$ cat src/rtl/wb_mtimer_pkg.sv
// wb_mtimer shared definitions: register map, index enum, byte-merge helper.
// Used by wb_mtimer and mtimer_counter.
package wb_mtimer_pkg;

    // Byte offsets inside the 16-byte window
    localparam logic [3:0] MTIME_LO_OFS    = 4'h0;
    localparam logic [3:0] MTIME_HI_OFS    = 4'h4;
    localparam logic [3:0] MTIMECMP_LO_OFS = 4'h8;
    localparam logic [3:0] MTIMECMP_HI_OFS = 4'hC;

    // Prescale counter width; covers PRESCALE up to 2^16
    localparam int unsigned PCNT_W = 16;

    typedef enum logic [1:0] {
        REG_MTIME_LO    = 2'd0,
        REG_MTIME_HI    = 2'd1,
        REG_MTIMECMP_LO = 2'd2,
        REG_MTIMECMP_HI = 2'd3
    } reg_idx_e;

    // Replace the bytes of old_v selected by be with those of new_v
    function automatic logic [31:0] be_merge(
        input logic [31:0] old_v,
        input logic [31:0] new_v,
        input logic [3:0]  be
    );
        logic [31:0] res;
        for (int i = 0; i < 4; i++) begin
            res[8*i +: 8] = be[i] ? new_v[8*i +: 8] : old_v[8*i +: 8];
        end
        return res;
    endfunction

endpackage

$ cat src/rtl/wb_mtimer_if.sv
// Pipelined Wishbone B4 bus bundle, 32-bit data, byte addressing.
// master drives the request, slave drives ack/stall/err/dat_s.
interface wb_if;
    logic        cyc;
    logic        stb;
    logic        we;
    logic [31:0] adr;
    logic [3:0]  sel;
    logic [31:0] dat_m;
    logic        ack;
    logic        stall;
    logic        err;
    logic [31:0] dat_s;

    modport master (
        output cyc, stb, we, adr, sel, dat_m,
        input  ack, stall, err, dat_s
    );

    modport slave (
        input  cyc, stb, we, adr, sel, dat_m,
        output ack, stall, err, dat_s
    );
endinterface

$ cat src/rtl/wb_mtimer_counter.sv
// mtimer_counter: prescaler plus free-running 64-bit mtime.
// Bus writes to either word win over the increment in the same cycle.
module mtimer_counter
    import wb_mtimer_pkg::*;
#(
    parameter int unsigned PRESCALE = 32'd50
) (
    input  logic        clk_i,
    input  logic        rst_i,
    input  logic        lo_we_i,
    input  logic        hi_we_i,
    input  logic [3:0]  be_i,
    input  logic [31:0] wdata_i,
    output logic [63:0] mtime_o
);

    localparam logic [PCNT_W-1:0] PCNT_LAST = PCNT_W'(PRESCALE - 1);

    logic [PCNT_W-1:0] pcnt_q, pcnt_d;
    logic [63:0]       mtime_q, mtime_d;
    logic              tick;

    assign tick = (pcnt_q == PCNT_LAST);

    // Next-state: prescaler wrap, increment, or byte-wise load of one word
    always_comb begin
        pcnt_d  = tick ? '0 : pcnt_q + PCNT_W'(1);
        mtime_d = mtime_q + 64'(tick);
        if (lo_we_i) begin
            mtime_d = {mtime_q[63:32], be_merge(mtime_q[31:0], wdata_i, be_i)};
        end else if (hi_we_i) begin
            mtime_d = {be_merge(mtime_q[63:32], wdata_i, be_i), mtime_q[31:0]};
        end
    end

    // State registers; the prescaler is never disturbed by bus writes
    always_ff @(posedge clk_i) begin
        if (rst_i) begin
            pcnt_q  <= '0;
            mtime_q <= '0;
        end else begin
            pcnt_q  <= pcnt_d;
            mtime_q <= mtime_d;
        end
    end

    assign mtime_o = mtime_q;

endmodule

$ cat src/rtl/wb_mtimer.sv
// wb_mtimer: RISC-V machine timer (mtime/mtimecmp) on a Wishbone slave.
// Optional macro WB_MTIMER_SNAPSHOT_EN makes LO-then-HI mtime reads atomic.
module wb_mtimer
    import wb_mtimer_pkg::*;
#(
    parameter int unsigned PRESCALE = 32'd50
) (
    input  logic clk,
    input  logic rst,
    wb_if.slave  wb,
    output logic irq_timer
);

    logic        accept;
    logic        wr;
    reg_idx_e    idx;
    logic [63:0] mtime;
    logic [31:0] rdata;
    logic [63:0] cmp_q, cmp_d;
    logic        ack_q;
    logic [31:0] dat_q;
    logic        irq_q;
    logic        unused_adr;

    assign accept     = wb.cyc & wb.stb & ~rst;
    assign wr         = accept & wb.we & (|wb.sel);
    assign idx        = reg_idx_e'(wb.adr[3:2]);
    assign unused_adr = ^{wb.adr[31:4], wb.adr[1:0]};

    mtimer_counter #(
        .PRESCALE (PRESCALE)
    ) u_counter (
        .clk_i   (clk),
        .rst_i   (rst),
        .lo_we_i (wr && idx == REG_MTIME_LO),
        .hi_we_i (wr && idx == REG_MTIME_HI),
        .be_i    (wb.sel),
        .wdata_i (wb.dat_m),
        .mtime_o (mtime)
    );

`ifdef WB_MTIMER_SNAPSHOT_EN
    logic [31:0] shadow_q;

    // Capture the upper word whenever the lower word is read
    always_ff @(posedge clk) begin
        if (rst) begin
            shadow_q <= '0;
        end else if (accept && !wb.we && idx == REG_MTIME_LO) begin
            shadow_q <= mtime[63:32];
        end
    end
`endif

    // Read mux, sampled in the accept cycle
    always_comb begin
        rdata = '0;
        unique case (idx)
            REG_MTIME_LO:    rdata = mtime[31:0];
`ifdef WB_MTIMER_SNAPSHOT_EN
            REG_MTIME_HI:    rdata = shadow_q;
`else
            REG_MTIME_HI:    rdata = mtime[63:32];
`endif
            REG_MTIMECMP_LO: rdata = cmp_q[31:0];
            REG_MTIMECMP_HI: rdata = cmp_q[63:32];
        endcase
    end

    // Byte-wise mtimecmp update
    always_comb begin
        cmp_d = cmp_q;
        if (wr && idx == REG_MTIMECMP_LO) begin
            cmp_d[31:0] = be_merge(cmp_q[31:0], wb.dat_m, wb.sel);
        end else if (wr && idx == REG_MTIMECMP_HI) begin
            cmp_d[63:32] = be_merge(cmp_q[63:32], wb.dat_m, wb.sel);
        end
    end

    // Bus response, compare register and interrupt
    always_ff @(posedge clk) begin
        if (rst) begin
            ack_q <= 1'b0;
            dat_q <= '0;
            cmp_q <= '1;
            irq_q <= 1'b0;
        end else begin
            ack_q <= accept;
            dat_q <= accept ? rdata : '0;
            cmp_q <= cmp_d;
            irq_q <= (mtime >= cmp_q);
        end
    end

    // A pending ack is dropped while reset is held
    assign wb.ack   = ack_q & ~rst;
    assign wb.dat_s = rst ? '0 : dat_q;
    assign wb.stall = 1'b0;
    assign wb.err   = 1'b0;
    assign irq_timer = irq_q;

endmodule
$ cat src/flat_wrapper.sv
// flat-port wrapper written by rule: the top's interface ports become plain ports
module wb_mtimer_flat import wb_mtimer_pkg::*;
#(
    parameter int unsigned PRESCALE = 32'd50
)
  (clk, rst, irq_timer, wb_cyc, wb_stb, wb_we, wb_adr, wb_sel, wb_dat_m, wb_ack, wb_stall, wb_err, wb_dat_s);
  wb_if wb_i ();
  input  logic clk;
  input  logic rst;
  output logic irq_timer;
  input wire logic [$bits(wb_i.cyc)-1:0] wb_cyc;
  input wire logic [$bits(wb_i.stb)-1:0] wb_stb;
  input wire logic [$bits(wb_i.we)-1:0] wb_we;
  input wire logic [$bits(wb_i.adr)-1:0] wb_adr;
  input wire logic [$bits(wb_i.sel)-1:0] wb_sel;
  input wire logic [$bits(wb_i.dat_m)-1:0] wb_dat_m;
  output wire logic [$bits(wb_i.ack)-1:0] wb_ack;
  output wire logic [$bits(wb_i.stall)-1:0] wb_stall;
  output wire logic [$bits(wb_i.err)-1:0] wb_err;
  output wire logic [$bits(wb_i.dat_s)-1:0] wb_dat_s;
  assign wb_i.cyc = wb_cyc;
  assign wb_i.stb = wb_stb;
  assign wb_i.we = wb_we;
  assign wb_i.adr = wb_adr;
  assign wb_i.sel = wb_sel;
  assign wb_i.dat_m = wb_dat_m;
  assign wb_ack = wb_i.ack;
  assign wb_stall = wb_i.stall;
  assign wb_err = wb_i.err;
  assign wb_dat_s = wb_i.dat_s;
  wb_mtimer #(.PRESCALE(PRESCALE)) u_core (.clk(clk), .rst(rst), .wb(wb_i), .irq_timer(irq_timer));
endmodule
$ cat config.mk
export PLATFORM = sky130hd
export DESIGN_NAME = wb_mtimer_flat
export DESIGN_NICKNAME = d
export VERILOG_FILES = /design/src/rtl/wb_mtimer_pkg.sv /design/src/rtl/wb_mtimer_if.sv /design/src/rtl/wb_mtimer_counter.sv /design/src/rtl/wb_mtimer.sv /design/src/flat_wrapper.sv
export SDC_FILE = /design/constraint.sdc
export NUM_CORES = 1
export LEC_CHECK = 0
export ABC_CLOCK_PERIOD_IN_PS = 3200
export CELL_PAD_IN_SITES_DETAIL_PLACEMENT = 1
export CELL_PAD_IN_SITES_GLOBAL_PLACEMENT = 1
export CORE_UTILIZATION = 30
export CTS_CLUSTER_SIZE = 30
export DETAILED_ROUTE_END_ITERATION = 16
export PLACE_DENSITY_LB_ADDON = 0.1
export SLEW_MARGIN = 20
export SYNTH_ARGS = -nofsm -noshare
export SYNTH_HDL_FRONTEND = slang
export SYNTH_SLANG_ARGS = --single-unit
$ cat constraint.sdc
create_clock -name clk -period 3.2 [get_ports clk]
set_input_delay 0.8 -clock clk [delete_from_list [all_inputs] [get_ports clk]]
set_output_delay 0.8 -clock clk [all_outputs]
set_load 0.05 [all_outputs]
==> impl_metrics.py <==
metrics = {
    "synth": {
        "netlist_instances": 1260,
        "netlist_area_um2": 10700,
        "synth_edf_count": 0,
        "synth-seq-cells": 178,
        "yosys.area.top_type": "dfxtp_1",
        "yosysSeqAreaShare_pct": 33.4,
        "avgSynthCellArea_um2": 8.48,
        "postSynth.asyncResetShare_pct": 0,
        "yosysMostFrequentCell": "dfxtp_1",
        "ys.warnings.count": 0,
        "synth.area.top_cells": "dfxtp_1 33%, ha_1 8.0%, mux4_2 6.7%, a21oi_1 4.8%, nor2b_1 4.2%",
        "synth_ff_type": "dfxtp_1",
        "synth_top_cell_area_share_pct": 33.4,
        "ys_top_cells_by_count": "178 x dfxtp_1, 114 x nand2_1, 102 x a21oi_1",
        "synth.distinct_cells": 65,
    },
    "placed_design": {
        "hpwl_mm": 29.5,
        "port_buffers": 76,
        "gp_congestion": 0.827,
        "dp_slack_ns": -0.0215,
    },
    "global_routing": {
        "overflow": 0,
        "gr-usage-all-layers_pct": 22.4,
        "grt_pass1_vias": 10500,
        "grt_pass1_wl_mm": 61.9,
        "antenna_found_initial": 0,
        "grt_max_degree": 87,
    },
    "finish": {
        "drive_gt1_share_pct": 17.1,
        "n_antenna_cell": 0,
        "fin_util_pct": 37.8,
        "syn_to_final_growth_pct": 23.1,
        "nNetsFinal": 1526,
    },
    "run": {
        "max-cap-violations": 0,
    },
    "die": {
        "boundaryPins": 109,
        "start_util_pct": 30.7,
        "die_w_um": 191,
        "rows": 68,
        "die-height_um": 191,
        "coreArea_um2": 34800,
        "dieArea_um2": 36400,
    },
    "routing": {
        "drc": 0,
        "ant_nets": 0,
        "routed_wl_mm": 39.6,
        "firstDrtPassIters": 5,
        "viasPerCell": 5.49,
        "drt_iter0_drc": 491,
        "via_count": 10200,
        "wl_per_cell_um": 21.4,
    },
    "sta": {
        "setup_slack_ns": 0.123,
        "max_freq_ghz": 0.325,
        "fin_crit_sh_pct": 96.2,
        "slew_headroom_pct": 56.7,
        "rsz0062_at_grt": "yes",
        "setup_viol": 0,
        "maxSlewViolCount": 0,
        "fin_worst_skew_ns": 0.0134,
        "worst_pin_slew_ns": 0.649,
        "hold_viol_final": 0,
        "period_minus_slack_ns": 3.08,
    },
    "clocking": {
        "cts_tree": "done",
        "clock_sinks": 178,
        "h-tree-depth": 4,
        "cts_resized": 0,
        "ctsRootBufferMaster": "clkbuf_16",
        "cts_buffers": 17,
        "clk_pin_slew_ns": 0.07,
        "clk_latency_ns": 0.46,
        "cts_setup_buffers": 0,
        "clock_path_buffers": 2,
        "holdBufCountCts": 0,
    },
    "worst_setup_path": {
        "cp.arrival_ns": 3.43,
        "critPathMaxStageDelay_ns": 0.47,
        "cp_data_required_time_ns": 3.56,
        "cp_max_fo": 5,
        "crit_type": "reg -> reg",
        "path_cells": "inv_1 > ha_1 > nor4b_2 > and4_4 > ha_2 > and3_1 > nand2_2 > or4_4 > or3_4 > buf_4 > o31a_1 > o32ai_1",
        "cp_slowest_cell": "or4_4",
        "start_kind": "flop",
        "critPathCaptureType": "flop",
    },
    "power": {
        "vdd_drop_max_mv": 0.396,
        "swShare_pct": 26.6,
        "pwr-share-clk_pct": 46.0,
        "seq_power_share_pct": 45.2,
        "p_int_mw": 3.67,
        "combPwrFrac_pct": 8.9,
        "power_leakage_nw": 5.51,
        "switchingPower_mw": 1.33,
        "p_per_area_nw_per_um2": 381,
    },
    "min_path": {
        "hold_class": "reg -> reg",
    },
    "status": {
        "status": "finished, final reports clean",
    },
}
==> kinds of logic after synthesis <==
kind of cell	Yosys count	share of synthesized area, %
adder cells (fa/ha/maj)	68	7.97
AND/OR/NAND/NOR	511	25.2
other	1	0.0351
buffers and inverters	155	5.58
AO/OA/AOI/OAI	278	17.7
flip-flops	178	33.4
multiplexers	52	8.72
XOR/XNOR	17	1.39
==> stage by stage <==
stage          TNS [ns]  power [mW]  hold WS (ns)  cells  cell area (um2)
2_1_floorplan         0        2.55         0.441   1261            10700
3_3_place_gp          0        2.76         0.474   1821            12500
3_5_place_dp    -0.0215        2.76         0.482   1821            12500
4_1_cts               0        5.09         0.494   1853            13100
5_1_grt        -0.00805        5.21         0.516   1853            13200
6_report              0        5.01         0.491   1853            13200
==> state kept, by name, summed over array words and instances (netlist names) <==
name and flops:
u_core.ack_q 1, u_core.u_counter.pcnt_q 16, u_core.dat_q 32, u_core.cmp_q 64, u_core.irq_timer 1, u_core.u_counter.mtime_o 64
==> worst paths after layout <==
| check | from | end | slack, ns | cells past startpoint |
|---|---|---|---|---|
| hold reg to reg | u_core.cmp_q[52]$_SDFFE_PP1P_ | u_core.cmp_q[52]$_SDFFE_PP1P_ | 0.49 | 2 |
| setup / recovery | u_core.u_counter.pcnt_q[1]$_SDFF_PP0_ | u_core.u_counter.mtime_o[45]$_SDFFE_PP0P_ | 0.12 | 12 |
| hold / removal | u_core.cmp_q[52]$_SDFFE_PP1P_ | u_core.cmp_q[52]$_SDFFE_PP1P_ | 0.49 | 2 |
| setup reg to reg | u_core.u_counter.pcnt_q[1]$_SDFF_PP0_ | u_core.u_counter.mtime_o[45]$_SDFFE_PP0P_ | 0.12 | 12 |
==> critical path, delay by kind of cell (launching register included) <==
kind,cells,cell delay [ns]
simple gates,6,1.65
flops,1,0.31
compound gates,2,0.47
buf+inv,2,0.20
fa+ha+maj,2,0.34
==> metal layers <==
layer / wire, um / track usage (%) / vias to the layer above
li1: - / - / 4905
met5: 0 / 0 / -
met4: 1150 / 8.46 / 0
met1: 18800 / 29.4 / 5069
met3: 1180 / 3.70 / 49
met2: 18500 / 36.6 / 156
==> power groups by stage <==
stage | logic [mW] | clock network (mW) | registers, mW
after global placement | 0.444 | 0 | 2.31
final | 0.443 | 2.30 | 2.26
after CTS | 0.449 | 2.38 | 2.26
after detailed placement | 0.447 | 0 | 2.31
after global routing | 0.478 | 2.47 | 2.26
after floorplan | 0.244 | 0 | 2.31
==> layout make-up <==
| class | instances | area (um2) |
|---|---|---|
| Fill cell | 4076 | 21600 |
| Multi-Input combinational cell | 928 | 6600 |
| Sequential cell | 178 | 3560 |
| Timing Repair Buffer | 185 | 1520 |
| Tap cell | 455 | 569 |
| Clock buffer | 17 | 425 |
| Inverter | 75 | 282 |
| Clock inverter | 15 | 194 |
==> placed cells by master (no fill, tap or decap), drive strengths merged, types with 6 or more instances in the layout <==
cell type      count
nand4             45
a21oi            102
a311oi             6
xor2              10
mux2               8
a311o             31
or3               13
a211o             19
xnor2              7
and2              11
nor2b             72
nand2            114
o211ai            11
nor3              37
and3              14
o21ai             33
mux4              32
nor4              26
and4              12
nand3             37
nor2              94
a31oi             11
ha                68
nand3b            15
buf              145
a211oi            18
o32ai              7
nand2b             8
or4                6
clkdlybuf4s50     40
clkbuf            17
mux2i             12
dfxtp            178
o311ai             6
inv               80
(Power assumes the default switching activity.)
